$ cat src/rtl/instr_fetch_unit.sv
// ---------------------------------------------------------------------------
// instr_fetch_unit
//
// Instruction fetch stage in front of a dual-port, 16-bit, byte-addressed
// memory. Drives port A with the fetch PC and captures the big-endian word
// {mem[pc], mem[pc+1]} together with its PC into a small prefetch FIFO. The
// FIFO head is offered to the decoder.
//
// Ports:
//   clk, rst           clock (rising edge), asynchronous active-high reset
//   mem_addr  [15:0]   registered fetch PC driven to memory port A
//   mem_req            fetch request this cycle (combinational)
//   mem_gnt            port A granted to the fetch path this cycle
//   mem_rdata [15:0]   port A read data, combinational from mem_addr
//   out_valid          head entry present
//   out_ready          decoder accepts the head entry
//   out_instr [15:0]   head instruction word (zero when empty)
//   out_pc    [15:0]   byte address of the head word (zero when empty)
//   redirect_valid     branch/jump redirect: flush and restart at redirect_pc
//   redirect_pc [15:0] redirect target, any byte address (odd allowed)
//   halt               stop fetching; the FIFO keeps draining
//   halted             unit is in the HALTED state
//   count   [CW-1:0]   FIFO occupancy
//
// Handshakes (valid/ready): a transfer happens at a rising edge where both
// sides are high in the cycle before it. mem_req/mem_gnt pushes one word;
// out_valid/out_ready pops the head. Neither side may make its valid depend
// on its own ready. A redirect in the same cycle kills both transfers: the
// pushed word and the popped head are discarded, and the decoder must treat
// that handshake as never having happened.
// ---------------------------------------------------------------------------
module instr_fetch_unit #(
  parameter int          DEPTH    = 4,
  parameter logic [15:0] RESET_PC = 16'h0000,
  parameter int          CW       = 3
) (
  input  logic          clk,
  input  logic          rst,
  output logic [15:0]   mem_addr,
  output logic          mem_req,
  input  logic          mem_gnt,
  input  logic [15:0]   mem_rdata,
  output logic          out_valid,
  input  logic          out_ready,
  output logic [15:0]   out_instr,
  output logic [15:0]   out_pc,
  input  logic          redirect_valid,
  input  logic [15:0]   redirect_pc,
  input  logic          halt,
  output logic          halted,
  output logic [CW-1:0] count
);

  localparam int AW = $clog2(DEPTH);

  typedef enum logic [1:0] {
    FETCH  = 2'd0,
    FULL   = 2'd1,
    HALTED = 2'd2
  } state_t;

  state_t        state;
  logic [15:0]   fetch_pc;
  logic [AW-1:0] wr_ptr;
  logic [AW-1:0] rd_ptr;
  logic [15:0]   instr_buf [DEPTH];
  logic [15:0]   pc_buf    [DEPTH];

  logic          push;
  logic          pop;
  logic [CW-1:0] count_next;

  assign mem_addr = fetch_pc;
  assign halted   = (state == HALTED);

  // Requests are suppressed during a redirect so the word at the old PC is
  // never captured, and during reset so the memory sees no stray request.
  assign mem_req = !rst && (state == FETCH) && (count < CW'(DEPTH)) && !redirect_valid;

  assign out_valid = (count != '0);
  assign out_instr = out_valid ? instr_buf[rd_ptr] : 16'h0000;
  assign out_pc    = out_valid ? pc_buf[rd_ptr]    : 16'h0000;

  always_comb begin
    push       = 1'b0;
    pop        = 1'b0;
    count_next = count;
    // mem_req already excludes the full case, so a pop in the same cycle
    // cannot open a slot for a push: there is no full pass-through.
    push       = mem_req && mem_gnt;
    pop        = out_valid && out_ready && !redirect_valid;
    count_next = count + CW'(push) - CW'(pop);
  end

  // Control path: PC, pointers, occupancy and state.
  always_ff @(posedge clk or posedge rst) begin
    if (rst) begin
      fetch_pc <= RESET_PC;
      wr_ptr   <= '0;
      rd_ptr   <= '0;
      count    <= '0;
      state    <= FETCH;
    end else if (redirect_valid) begin
      fetch_pc <= redirect_pc;
      wr_ptr   <= '0;
      rd_ptr   <= '0;
      count    <= '0;
      state    <= FETCH;
    end else begin
      if (push) begin
        wr_ptr   <= wr_ptr + AW'(1);
        fetch_pc <= fetch_pc + 16'd2;  // wraps 16'hFFFE -> 16'h0000
      end
      if (pop) begin
        rd_ptr <= rd_ptr + AW'(1);
      end
      count <= count_next;
      // HALTED is sticky until redirect or reset; a grant in the halt
      // cycle itself is still captured above.
      if (halt || state == HALTED) begin
        state <= HALTED;
      end else if (count_next == CW'(DEPTH)) begin
        state <= FULL;
      end else begin
        state <= FETCH;
      end
    end
  end

  // Data path: entries need no reset because an empty FIFO reads as zero.
  always_ff @(posedge clk) begin
    if (push) begin
      instr_buf[wr_ptr] <= mem_rdata;
      pc_buf[wr_ptr]    <= fetch_pc;
    end
  end

endmodule

$ cat config.mk
export PLATFORM = sky130hd
export DESIGN_NAME = instr_fetch_unit
export DESIGN_NICKNAME = d
export VERILOG_FILES = /design/src/rtl/instr_fetch_unit.sv
export SDC_FILE = /design/constraint.sdc
export NUM_CORES = 1
export LEC_CHECK = 0
export BUFFER_PORTS_ARGS = -buffer_cell sky130_fd_sc_hd__buf_2
export CAP_MARGIN = 5
export CORE_MARGIN = 2
export CORE_UTILIZATION = 33
export CTS_CLUSTER_DIAMETER = 50
export DETAILED_ROUTE_END_ITERATION = 8
export SLEW_MARGIN = 5
export SYNTH_ARGS = -nofsm -noshare
export SYNTH_HDL_FRONTEND = slang
export SYNTH_SLANG_ARGS = --single-unit
$ cat constraint.sdc
create_clock -name clk -period 3.6 [get_ports clk]
set_clock_uncertainty 0.05 [all_clocks]
set_input_delay 0.36 -clock clk [delete_from_list [all_inputs] [get_ports clk]]
set_output_delay 0.36 -clock clk [all_outputs]
set_load 0.05 [all_outputs]
==> summary.md <==
| Metric | Value |
|---|---|
| PwrDens | 717 nW/um^2 |
| Leakage | 2.76 nW |
| # setup viols final | 0 |
| Synthesized area per cell | 17.5 sq um |
| RR Endpoint | state[0]$_DFF_PP0_ |
| CTS sink count | 153 |
| Clock Power Share | 0.310 |
| Clk root buf | clkbuf_16 |
| Antenna Cells | 0 |
| Layout cells sized above 1 | 0.349 |
| Post-CTS Repair Setup Buffers | 0 |
| Row count | 50 |
| Startpoint types | flop |
| Post-layout min period | 2.95 ns |
| Routed vias/inst | 5.03 |
| VDD IR max | 0.360 mV |
| Switching part of the total | 0.349 |
| WS Path Type | flop to flop |
| YS warnings | 0 |
| WL final | 13,200 um |
| HP Class | input port to flop |
| Internal power | 3.52 mW |
| Post-synthesis cell count | 358 |
| Final hold vios | 0 |
| Worst setup EP type | flop |
| Commonest non-fill, non-tap cells in the layout | edfxtp_1, buf_2, and2_1 |
| Clk_lat worst skew | 0.42 ns |
| Post-DP HPWL | 8120 um |
| Status | complete, no violations |
| Max-slew violation count | 0 |
| RSZ-0062 raised after global routing | false |
| Max-cap violations | 0 |
| Post-cts gate resize count | 0 |
| Worst EP required | 3.90 ns |
| Starting Density | 0.335 |
| Fin Hold WS | 0.107 ns |
| Most common cell after layout, fill and taps aside | edfxtp_1 |
| Die ar. | 20,100 sq um |
| Slowest Stage Delay on Critical Path | 0.44 ns |
| DRC | 0 |
| Setup TNS | 0 ns |
| Hold path start | mem_rdata[13] |
| Largest net degree at the start of global routing | 38 |
| Mapped Area | 6270 sq um |
| RR Startpoint | count[2]$_DFF_PP0_ |
| Cell family with most CP delay | simple AND/OR/NAND/NOR gates |
| Pre-antenna DRT Iters | 5 |
| Layout area overhead | 20.3% |
| Slowest CP cell | dfrtp_1 |
| Initial drt markers | 260 |
| Antenna-violating nets left | 0 |
| Fmax achieved | 339 MHz |
| CP Max Fanout | 13 |
| Core area | 18,700 sq um |
| Vias in the first global route | 3,651 |
| CP Buf/Inv Count | 4 |
| R2r setup slk | 0.65 ns |
| Vias | 3,528 |
| Psw | 1.89 mW |
| Area of placed instances | 6990 sq um |
| H-tree depth | 4 |
| Worst slew pin tran | 0.988 ns |
| Netlist cell types | 43 |
| Post-Syn Nets | 404 |
| First-pass GRT wire length | 20,600 um |
| Design area | 7550 sq um |
| Util after Layout | 0.403 |
| CTS tree | done |
| Hold path depth | 1 |
| Filler Cell Count | 1,704 |
| Min-Delay Endpoint | instr_buf[3][13]$_DFFE_PP_ |
| Placer Congestion | 0.828 |
| Die height | 142 um |
| Grt total ovfl | 0 |
| Reg2reg path depth | 13 |
| # port buffers | 91 |
| CP Cell Sequence | nor4_4, buf_4, and2_4, inv_4, ha_1, inv_1, ha_1, inv_1, fa_1, xor2_1, and2_1, nor3_1, and4b_1 |
| Longest Clk Path Bufs | 2 |
| Sequential fraction of design power | 0.396 |
| Die width | 142 um |
| Cts bufs inserted | 17 |
| CP arrival | 3.25 ns |
| #FFs+latches synth | 153 |
| Seq/Total Area, Yosys | 0.713 |
| Initial antenna violation count | 0 |
| # IOs | 92 |
| Nets | 500 |
| Worst relative slew slack | 0.342 |
| Fin crit share | 0.818 |
| Clock Pin Slew Worst Setup and Hold Paths | 0.06 ns |
| Wirelength per Cell | 18.8 um |
| CTS Hold Bufs | 0 |
| Total track usage | 0.139 |
| Comb pwr share | 0.294 |
synth_stat cells (all sizes together):
library cell    n  area, sq um
o211ai          2         15.0
dfrtp          25          626
o21ai           8         40.0
nand3          11         55.1
nor4            2         27.5
ha              7         87.6
a31oi           3         18.8
a311o           1         10.0
clkbuf         10         37.5
and3            6         37.5
nand2          17         63.8
edfxtp        128         3840
xor2            3         26.3
a21oi           2         10.0
nor3b           1         7.51
and2b           1         7.51
fa              1         20.0
o31ai           1         7.51
mux2            1         11.3
mux2i           1         10.0
nor3            2         10.0
and4b           1         10.0
a32oi           1         8.76
or4             1         7.51
nand4           3         18.8
nand3b          1         7.51
a22oi           2         15.0
and4            3         26.3
a221o           4         40.0
nor2b           8         50.1
mux4           32          721
and2           35          221
buf             8         47.5
o311ai          2         17.5
a21o            1         7.51
inv             8         32.5
nor2           10         37.5
or3             5         31.3
worst register-to-register path: cells and delay by family (launching register included):
kind                     cells  cell delay (ns)
XOR/XNOR                     1             0.16
adder cells (fa/ha/maj)      3             0.76
buffers and inverters        4             0.38
flip-flops                   1             0.44
AND/OR/NAND/NOR              5             1.10
flip-flops by register name (all words and copies together) (netlist names):
register and flops:
rd_ptr 2, state 2, mem_addr 16, wr_ptr 2, pc_buf 64, instr_buf 64, count 3
kinds of logic after synthesis:
logic type,synth area share
compound gates,0.0303
xor+xnor,0.00419
fa+ha+maj,0.0172
buf+inv,0.0188
flops,0.713
mux,0.118
simple gates,0.0987
per-stage QoR:
step	worst slack (ns)	total power, mW	cells
detailed placement	0.661	3.80	669
global route	0.417	5.64	701
CTS	0.645	5.48	701
floorplan	0.641	3.38	358
finish	0.654	5.41	701
global placement	0.778	3.78	669
area by class of cell:
cell class                 instances  area (sq um)  share of cell area
sequential                       153          4470               0.593
multi-input combinational        179          1690               0.224
inverter                           8          32.5             0.00431
clock inverter                    14           131              0.0174
timing repair buffer              95           498              0.0660
tap                              234           293              0.0388
clock buffer                      18           429              0.0569
layer usage:
metal / wire length, um / vias up / global-route usage
met2: 6370 / 110 / 0.218
met5: 0 / - / 0
met3: 712 / 17 / 0.0429
met4: 206 / 0 / 0.0526
met1: 5870 / 1806 / 0.183
li1: - / 1595 / -
how the worst max path moves through the flow:
stage / slack, ns / end / cells past startpoint / start
after floorplan: 0.64 / state[0]$_DFF_PP0_ / 13 / count[2]$_DFF_PP0_
after global placement: 0.78 / state[0]$_DFF_PP0_ / 13 / count[2]$_DFF_PP0_
after detailed placement: 0.66 / state[0]$_DFF_PP0_ / 13 / count[2]$_DFF_PP0_
after CTS: 0.64 / state[0]$_DFF_PP0_ / 13 / count[2]$_DFF_PP0_
after global routing: 0.42 / state[0]$_DFF_PP0_ / 13 / count[2]$_DFF_PP0_
final: 0.65 / state[0]$_DFF_PP0_ / 13 / count[2]$_DFF_PP0_
power by group through the flow:
| stage | logic [mW] | clock network [mW] | registers [mW] |
|---|---|---|---|
| after floorplan | 1.19 | 0 | 2.19 |
| after CTS | 1.62 | 1.72 | 2.15 |
| final | 1.59 | 1.68 | 2.14 |
| after detailed placement | 1.62 | 0 | 2.19 |
| after global routing | 1.69 | 1.78 | 2.17 |
| after global placement | 1.61 | 0 | 2.18 |
(Power assumes the default switching activity.)
